**src/rtl/seq_array_multiplier_if.sv**
```systemverilog
// Operand/result bundle for seq_array_multiplier.
// Handshake: start is a one-cycle request and is accepted on a rising edge only
// while busy=0; done is a one-cycle pulse marking product as newly valid, and
// product holds its value until the next done.
interface seq_array_multiplier_if #(
    parameter int WIDTH = 8
);
    logic                   start;
    logic                   signed_mode;
    logic [WIDTH-1:0]       a;
    logic [WIDTH-1:0]       b;
    logic                   busy;
    logic                   done;
    logic [2*WIDTH-1:0]     product;

    modport master (
        output start, signed_mode, a, b,
        input  busy, done, product
    );

    modport slave (
        input  start, signed_mode, a, b,
        output busy, done, product
    );
endinterface

```
**src/rtl/seq_array_multiplier.sv**
```systemverilog
// Multi-cycle radix-2 shift-add multiplier, unsigned or two's-complement per
// operation. Magnitudes are multiplied and the sign is applied once at the end,
// so one WIDTH+1-bit adder serves both modes.
module seq_array_multiplier #(
    parameter int WIDTH = 8
) (
    input  logic                 clk,
    input  logic                 rst_n,
    seq_array_multiplier_if.slave bus,
    output logic [1:0]           o_dbg_state
);
    localparam int PW = 2 * WIDTH;
    localparam int CW = (WIDTH > 2) ? $clog2(WIDTH) : 1;
    localparam logic [CW-1:0] LAST_STEP = CW'(WIDTH - 1);

    typedef enum logic [1:0] {
        S_IDLE = 2'd0,
        S_CALC = 2'd1,
        S_DONE = 2'd2
    } state_t;

    state_t            r_state;
    state_t            w_state_next;
    logic [WIDTH-1:0]  r_mcand;
    logic [WIDTH-1:0]  r_mplier;
    logic [PW-1:0]     r_acc;
    logic [PW-1:0]     r_product;
    logic [CW-1:0]     r_cnt;
    logic              r_neg;

    logic              w_accept;
    logic              w_last;
    logic [WIDTH-1:0]  w_a_mag;
    logic [WIDTH-1:0]  w_b_mag;
    logic [WIDTH-1:0]  w_addend;
    logic [WIDTH:0]    w_sum;
    logic [PW-1:0]     w_acc_next;
    logic [PW-1:0]     w_prod_final;

    // A new request is taken in IDLE or DONE; in CALC every input is ignored.
    assign w_accept = (r_state != S_CALC) && bus.start;
    assign w_last   = (r_state == S_CALC) && (r_cnt == LAST_STEP);

    // Magnitudes: -2^(WIDTH-1) negates to itself, which reads correctly as unsigned.
    assign w_a_mag = (bus.signed_mode && bus.a[WIDTH-1]) ? (~bus.a + WIDTH'(1)) : bus.a;
    assign w_b_mag = (bus.signed_mode && bus.b[WIDTH-1]) ? (~bus.b + WIDTH'(1)) : bus.b;

    // One shift-add step: conditional add into the upper half, carry kept, shift right.
    assign w_addend     = r_mplier[0] ? r_mcand : '0;
    assign w_sum        = {1'b0, r_acc[PW-1:WIDTH]} + {1'b0, w_addend};
    assign w_acc_next   = {w_sum, r_acc[WIDTH-1:1]};
    assign w_prod_final = r_neg ? (~w_acc_next + PW'(1)) : w_acc_next;

    // State register.
    always_ff @(posedge clk or negedge rst_n) begin
        if (!rst_n) begin
            r_state <= S_IDLE;
        end else begin
            r_state <= w_state_next;
        end
    end

    // Next-state and status outputs.
    always_comb begin
        w_state_next = r_state;
        bus.busy     = 1'b0;
        bus.done     = 1'b0;
        case (r_state)
            S_IDLE: begin
                if (bus.start) begin
                    w_state_next = S_CALC;
                end
            end
            S_CALC: begin
                bus.busy = 1'b1;
                if (w_last) begin
                    w_state_next = S_DONE;
                end
            end
            S_DONE: begin
                bus.done     = 1'b1;
                w_state_next = bus.start ? S_CALC : S_IDLE;
            end
            default: begin
                w_state_next = S_IDLE;
            end
        endcase
    end

    // Operand capture, iteration datapath and result register.
    always_ff @(posedge clk or negedge rst_n) begin
        if (!rst_n) begin
            r_mcand   <= '0;
            r_mplier  <= '0;
            r_acc     <= '0;
            r_cnt     <= '0;
            r_neg     <= 1'b0;
            r_product <= '0;
        end else if (w_accept) begin
            r_mcand  <= w_a_mag;
            r_mplier <= w_b_mag;
            r_neg    <= bus.signed_mode & (bus.a[WIDTH-1] ^ bus.b[WIDTH-1]);
            r_acc    <= '0;
            r_cnt    <= '0;
        end else if (r_state == S_CALC) begin
            r_acc    <= w_acc_next;
            r_mplier <= r_mplier >> 1;
            r_cnt    <= r_cnt + CW'(1);
            if (w_last) begin
                r_product <= w_prod_final;
            end
        end
    end

    assign bus.product = r_product;
    assign o_dbg_state = r_state;
endmodule

```
**src/flat_wrapper.sv**
```systemverilog
// flat-port wrapper written by rule: the top's interface ports become plain ports
module seq_array_multiplier_flat 
#(
    parameter int WIDTH = 8
)
  (clk, rst_n, o_dbg_state, bus_start, bus_signed_mode, bus_a, bus_b, bus_busy, bus_done, bus_product);
  seq_array_multiplier_if #(.WIDTH(WIDTH)) bus_i ();
  input  logic clk;
  input  logic rst_n;
  output logic [1:0] o_dbg_state;
  input wire logic [$bits(bus_i.start)-1:0] bus_start;
  input wire logic [$bits(bus_i.signed_mode)-1:0] bus_signed_mode;
  input wire logic [$bits(bus_i.a)-1:0] bus_a;
  input wire logic [$bits(bus_i.b)-1:0] bus_b;
  output wire logic [$bits(bus_i.busy)-1:0] bus_busy;
  output wire logic [$bits(bus_i.done)-1:0] bus_done;
  output wire logic [$bits(bus_i.product)-1:0] bus_product;
  assign bus_i.start = bus_start;
  assign bus_i.signed_mode = bus_signed_mode;
  assign bus_i.a = bus_a;
  assign bus_i.b = bus_b;
  assign bus_busy = bus_i.busy;
  assign bus_done = bus_i.done;
  assign bus_product = bus_i.product;
  seq_array_multiplier #(.WIDTH(WIDTH)) u_core (.clk(clk), .rst_n(rst_n), .bus(bus_i), .o_dbg_state(o_dbg_state));
endmodule
```
**config.mk**
```make
export PLATFORM = sky130hd
export DESIGN_NAME = seq_array_multiplier_flat
export DESIGN_NICKNAME = d
export VERILOG_FILES = /design/src/rtl/seq_array_multiplier_if.sv /design/src/rtl/seq_array_multiplier.sv /design/src/flat_wrapper.sv
export SDC_FILE = /design/constraint.sdc
export NUM_CORES = 1
export LEC_CHECK = 0
export ABC_AREA = 0
export CAP_MARGIN = 25
export CELL_PAD_IN_SITES_DETAIL_PLACEMENT = 1
export CELL_PAD_IN_SITES_GLOBAL_PLACEMENT = 2
export CORE_UTILIZATION = 34
export DETAILED_ROUTE_END_ITERATION = 8
export HOLD_SLACK_MARGIN = 0.1
export PLACE_DENSITY_LB_ADDON = 0.3
export SYNTH_ARGS = -nofsm -noshare
export SYNTH_HDL_FRONTEND = slang
export SYNTH_SLANG_ARGS = --single-unit
```
**constraint.sdc**
```tcl
create_clock -name clk -period 3.24 [get_ports clk]
set_input_delay 0.648 -clock clk [delete_from_list [all_inputs] [get_ports clk]]
set_output_delay 0.648 -clock clk [all_outputs]
set_load 0.005 [all_outputs]
```
==> results of run 1 <==
Yosys cell counts (5+ instances only):
| cell | n |
|---|---|
| nand2_1 | 71 |
| dfrtp_1 | 53 |
| o21ai_0 | 52 |
| a21oi_1 | 14 |
| clkbuf_1 | 14 |
| ha_1 | 13 |
| nor2_1 | 13 |
| xnor2_1 | 13 |
| xor2_1 | 13 |
| nand3_1 | 11 |
| and2_1 | 9 |
| inv_1 | 9 |
| o31ai_1 | 8 |
| a21o_1 | 5 |
| or3_1 | 5 |
metal layers:
metal  vias to the layer above  wire, um  track usage (%)
met5                         -         0                0
met4                         0        65             4.48
met3                         5       181             2.17
met2                        44      3140             26.8
met1                      1152      3550             20.9
li1                       1274         -                -
power by group:
group | switching [W] | internal (W) | total, W
combinational | 0.000811 | 0.000703 | 0.00151
clock | 0.000218 | 0.000225 | 0.000443
sequential | 0.000232 | 0.000942 | 0.00117
total | 0.00126 | 0.00187 | 0.00313
final cells by class:
class / count / share of cell area [%]
Multi-Input combinational cell: 268 / 44.6
Tap cell: 108 / 3.68
Clock buffer: 5 / 1.88
Timing Repair Buffer: 45 / 11.7
Inverter: 10 / 1.02
Sequential cell: 53 / 36.2
Clock inverter: 2 / 0.955
placed cells by master, fill, tap and decap left out, types with 11 or more instances in the layout:
cell type,netlist,layout
a21oi_1,14,14
clkdlybuf4s50_1,0,38
dfrtp_1,53,53
ha_1,13,13
nand2_1,71,71
nand3_1,11,11
nor2_1,13,13
o21ai_0,52,52
xnor2_1,13,13
xor2_1,13,13
per-stage QoR:
| step | cells | power (W) | area (um2) |
|---|---|---|---|
| 6_report | 491 | 0.00313 | 3670 |
| 5_1_grt | 491 | 0.00344 | 3670 |
| 4_1_cts | 491 | 0.00318 | 3670 |
| 3_5_place_dp | 484 | 0.00273 | 3560 |
| 3_3_place_gp | 484 | 0.00268 | 3560 |
| 2_1_floorplan | 345 | 0.00215 | 3050 |
state kept, by name, indices dropped and copies added (netlist names):
register / count
u_core.r_cnt: 3
u_core.r_neg: 1
u_core.r_mplier: 8
u_core.bus.product: 16
u_core.o_dbg_state: 2
u_core.r_mcand: 8
u_core.r_acc: 15
final timing paths:
check	endpoint	slack [ns]
worst max-delay path	u_core.bus.product[15]	0.53
worst min-delay path	u_core.bus.product[2]	0.32
worst max register to register	u_core.bus.product[15]	0.53
worst min register to register	u_core.r_mcand[3]	0.48
max in group asynchronous	u_core.r_mcand[7]	2.10
min in group clk	u_core.r_mcand[3]	0.48
cell families after synthesis:
kind of cell    count (synthesis)  synth area share (%)
simple gates                  130                  19.6
compound gates                 95                  19.5
flops                          53                  43.5
xor+xnor                       26                  7.47
buf+inv                        24                  2.95
fa+ha+maj                      14                  5.99
mux                             3                 0.984
==> flow_summary.toml, run 1 <==
[sta]
setup_slack_ns = 0.533
setup_tns_ns = 0
finalHoldViolCount = 0
holdWs_ns = 0.316
finalCriticalPeriod_ns = 2.71
tightest_slew_ns = 0.590
setup_violations = 0
post-route-period-util_pct = 83.5
fin_skew_ns = 0.00208
relSlewSlack_pct = 60.7
fmax_mhz = 369
rsz0062_at_grt = "false"
slew_violations = 0

[critical_path]
critPathLaunchType = "flip-flop"
ff2ff_path_depth = 9
critPathKind = "reg2reg"
cpMostUsedCell = "and2_1"
worstPathCellList = "and2_1 > ha_1 > fa_1 > xnor2_1 > and2_1 > o221ai_2 > nor4_1 > nand4_1 > o211ai_1"
rr_startpoint = "u_core.r_mplier[0]"
critPathMaxFanout = 9
cp.required_ns = 3.47
setup.worst_path.end_class = "flip-flop"
crit_start = "u_core.r_mplier[0]"
crit_slowest_cell = "dfrtp_1"
critPathMaxStageDelay_ns = 0.46
cp.depth = 9
cp_num_buf_inv = 0
critical_path_arrival_ns = 2.94
critical_path.top_delay_family = "simple AND/OR/NAND/NOR gates"

[die]
start_util_pct = 35.0
core-area_um2 = 8720
die_x_um = 96.7
row_count = 34
dieArea_um2 = 9350
die_y_um = 96.7
io_pins = 40

[drt]
via_count = 2475
drtIter0Drc = 64
routed_wl_um = 6940
drc = 0
wire_per_inst_um = 14.1
drtAntennaViolNets = 0
drt_pass1_iterations = 4
vias_per_cell = 5.04

[clock_network]
cts.repair.resized = 0
cts_hold_buf = 0
clk_pin_slew_ns = 0.09
tritoncts = "yes"
h-tree-depth = 2
postCtsSetupRepairBufs = 0
insertion_delay_ns = 0.30
clock-sinks = 53
numCtsBuffers = 5
cts_root_buf = "clkbuf_8"
cts_buffer_depth = 2

[worst_hold_path]
hold_path_class = "in2async"

[logic_synthesis]
ys_seq_elements = 53
ys_seq_area_share_pct = 43.5
yosysTopAreaCell = "dfrtp_1"
yosys_warnings = 0
synthFlopType = "dfrtp_1"
ys_types = 43
synth_enable_flop_cells = 0
synth_cells = 345
synth_nets = 379
synthTopCellsByArea = "dfrtp_1 43%, nand2_1 8.7%, o21ai_0 8.5%"
async_flop_share_pct = 100
synth_top_area_share_pct = 43.5
synth_area_per_cell_um2 = 8.84
syn_area_um2 = 3050

[placed_design]
port_buffers = 39
gp_congestion = 0.766
dp_slack_ns = 0.569
dp_hpwl_um = 5200

[grt]
grt_pass1_wl_um = 12100
grt-ovfl-total = 0
grt_max_degree = 41
grt_use_total_pct = 15.7
antenna_found_initial = 0
grt_pass1_vias = 2551

[pwr]
p_leak_nw = 1.63
ir_drop_mv = 0.265
pwr_density_cell_nw_per_um2 = 854

[finish]
post-route-util_pct = 42.1
drive_gt1_share_pct = 6.53
fillCellCount = 1034
diodes = 0
areaGrowthSynthToFinish_pct = 20.2
fin_nets = 417
multiInputGateArea_um2 = 1630
seqCellArea_um2 = 1330

[job]
drv_cap = 0

[outcome]
outcome = "completed"
(Power assumes the default switching activity.)
==> inputs of run 2 (changes only) <==
==> constraint.sdc (replaced) <==
create_clock -name clk -period 2.6 [get_ports clk]
set_input_delay 0.52 -clock clk [delete_from_list [all_inputs] [get_ports clk]]
set_output_delay 0.52 -clock clk [all_outputs]
set_load 0.005 [all_outputs]
==> run 2 against run 1 <==
Utilization rose by 0.90 points. Cell count rose by 1.4%. Cell area rose by 2.1%. Critical path type unchanged. Critical endpoint is now u_core.bus.product[12].
==> flow_summary.toml, run 2 (synthesis gave the netlist of run 1 again) <==
[sta]
fmax_mhz = 412
setup_slack_ns = 0.170
relSlewSlack_pct = 55.6
fin_skew_ns = 0.00968
finalCriticalPeriod_ns = 2.43
post-route-period-util_pct = 93.5
rsz0062_at_grt = "true"
slew_violations = 0
setup_violations = 0
tightest_slew_ns = 0.665
finalHoldViolCount = 0

[grt]
grt_pass1_vias = 2538
gr-usage-met3_pct = 2.46
antenna_found_initial = 0
grt-busiest-layer = "met2"
globalRouteMet1Util_pct = 21.0
grt_pass1_wl_um = 12200
grt-ovfl-total = 0
grt_max_degree = 54
use_met2_pct = 27.2
grt_use_total_pct = 16.0

[pwr]
ir_drop_mv = 0.304
p_leak_nw = 1.66
p_total_w = 0.00404
pwr_density_cell_nw_per_um2 = 1080

[drt]
drtIter0Drc = 63
drc = 0
drtAntennaViolNets = 0
drt_pass1_iterations = 4
wire_per_inst_um = 14.2
routed_wl_um = 7100
via_count = 2519
vias_per_cell = 5.06

[clock_network]
insertion_delay_ns = 0.31
cts_hold_buf = 0
tritoncts = "yes"
cts_buffer_depth = 2
clock-sinks = 53
clk_pin_slew_ns = 0.09
numCtsBuffers = 5
cts_root_buf = "clkbuf_8"
h-tree-depth = 2

[finish]
fillCellCount = 1028
largest_reg_flops = 16
final_cell_mix = "71 x nand2_1, 53 x dfrtp_1, 52 x o21ai_0, 38 x clkdlybuf4s50_1, 14 x a21oi_1"
layout_commonest_cell = "nand2_1"
fin_cells = 498
fin_nets = 423
fin_area_um2 = 3750
areaGrowthSynthToFinish_pct = 22.8
diodes = 0
drive_gt1_share_pct = 8.97

[die]
io_pins = 40
die_y_um = 96.7
core-area_um2 = 8720
start_util_pct = 35.0
dieArea_um2 = 9350
die_x_um = 96.7
row_count = 34

[worst_hold_path]
hold_path_class = "in2async"

[outcome]
outcome = "completed"

[placed_design]
dp_cells = 489
dp_hpwl_um = 5350
port_buffers = 39
gp_congestion = 0.766
place_area_um2 = 3600
dp_slack_ns = 0.0557

[critical_path]
critical_path_arrival_ns = 2.66
setup.worst_path.end_class = "flip-flop"
cp.required_ns = 2.83
critPathKind = "reg2reg"
critPathLaunchType = "flip-flop"
critPathMaxFanout = 8

[job]
drv_cap = 0
-- run 2: layer usage --
layer,up-vias,part of all wire [%]
li1,1281,-
met1,1182,49
met2,51,47
met3,5,3.0
met4,0,1.2
met5,-,0
-- run 2: worst max-delay path, stage by stage (launching register included) --
cell	delay [ns]
dfrtp_1	0.39
buf_4	0.16
and2_1	0.17
ha_1	0.32
a211oi_4	0.33
buf_4	0.17
nor3b_2	0.05
o221ai_2	0.28
o21ai_0	0.16
xor2_1	0.18
o21ai_0	0.15
-- run 2: where the power goes --
part	internal (W)	switching (W)	leakage, nW
combinational	0.000927	0.00107	0.922
clock	0.000314	0.000269	0.0585
sequential	0.00117	0.000287	0.680
total	0.00242	0.00163	1.66
-- run 2: final cells by class --
| cell class | count | area, um2 | area share, % |
|---|---|---|---|
| Multi-Input combinational cell | 268 | 1660 | 44.2 |
| Sequential cell | 53 | 1330 | 35.4 |
| Timing Repair Buffer | 51 | 475 | 12.7 |
| Tap cell | 108 | 135 | 3.61 |
| Clock buffer | 7 | 86.3 | 2.30 |
| Inverter | 10 | 37.5 | 1.00 |
| Clock inverter | 1 | 30.0 | 0.802 |
-- run 2: stage by stage --
step	TNS, ns	hold slack (ns)	utilization, %
finish	0	0.317	43.0
global route	-0.0267	0.377	43.0
CTS	0	0.344	42.6
detailed placement	0	0.470	41.3
global placement	0	0.461	41.3
floorplan	0	0.224	-
-- run 2: final timing paths --
path | start | to | slack (ns) | cells after the start
worst max register to register | u_core.r_mplier[0] | u_core.bus.product[12] | 0.17 | 10
min in group clk | u_core.r_mcand[0] | u_core.r_mcand[0] | 0.48 | 2
worst max-delay path | u_core.r_mplier[0] | u_core.bus.product[12] | 0.17 | 10
max in group asynchronous | rst_n | u_core.r_acc[13] | 1.84 | 2
worst min-delay path | rst_n | u_core.r_acc[4] | 0.32 | 2
worst min register to register | u_core.r_mcand[0] | u_core.r_mcand[0] | 0.48 | 2
-- run 2: what timing repair did --
action,4_1_cts,5_1_grt
setup endpoints to repair,0,3
endpoints found under the hold margin,0,0
resized for setup,0,5
buffers inserted,0,1
==> inputs of run 3 (changes only) <==
--- a/config.mk
+++ b/config.mk
@@ -10,6 +10,7 @@
 export CELL_PAD_IN_SITES_DETAIL_PLACEMENT = 1
 export CELL_PAD_IN_SITES_GLOBAL_PLACEMENT = 2
 export CORE_UTILIZATION = 34
+export CTS_CLUSTER_DIAMETER = 40
 export DETAILED_ROUTE_END_ITERATION = 8
 export HOLD_SLACK_MARGIN = 0.1
 export PLACE_DENSITY_LB_ADDON = 0.3
==> results of run 3 <==
Same layout as run 2: the final DEF is identical, and so are final timing and power.
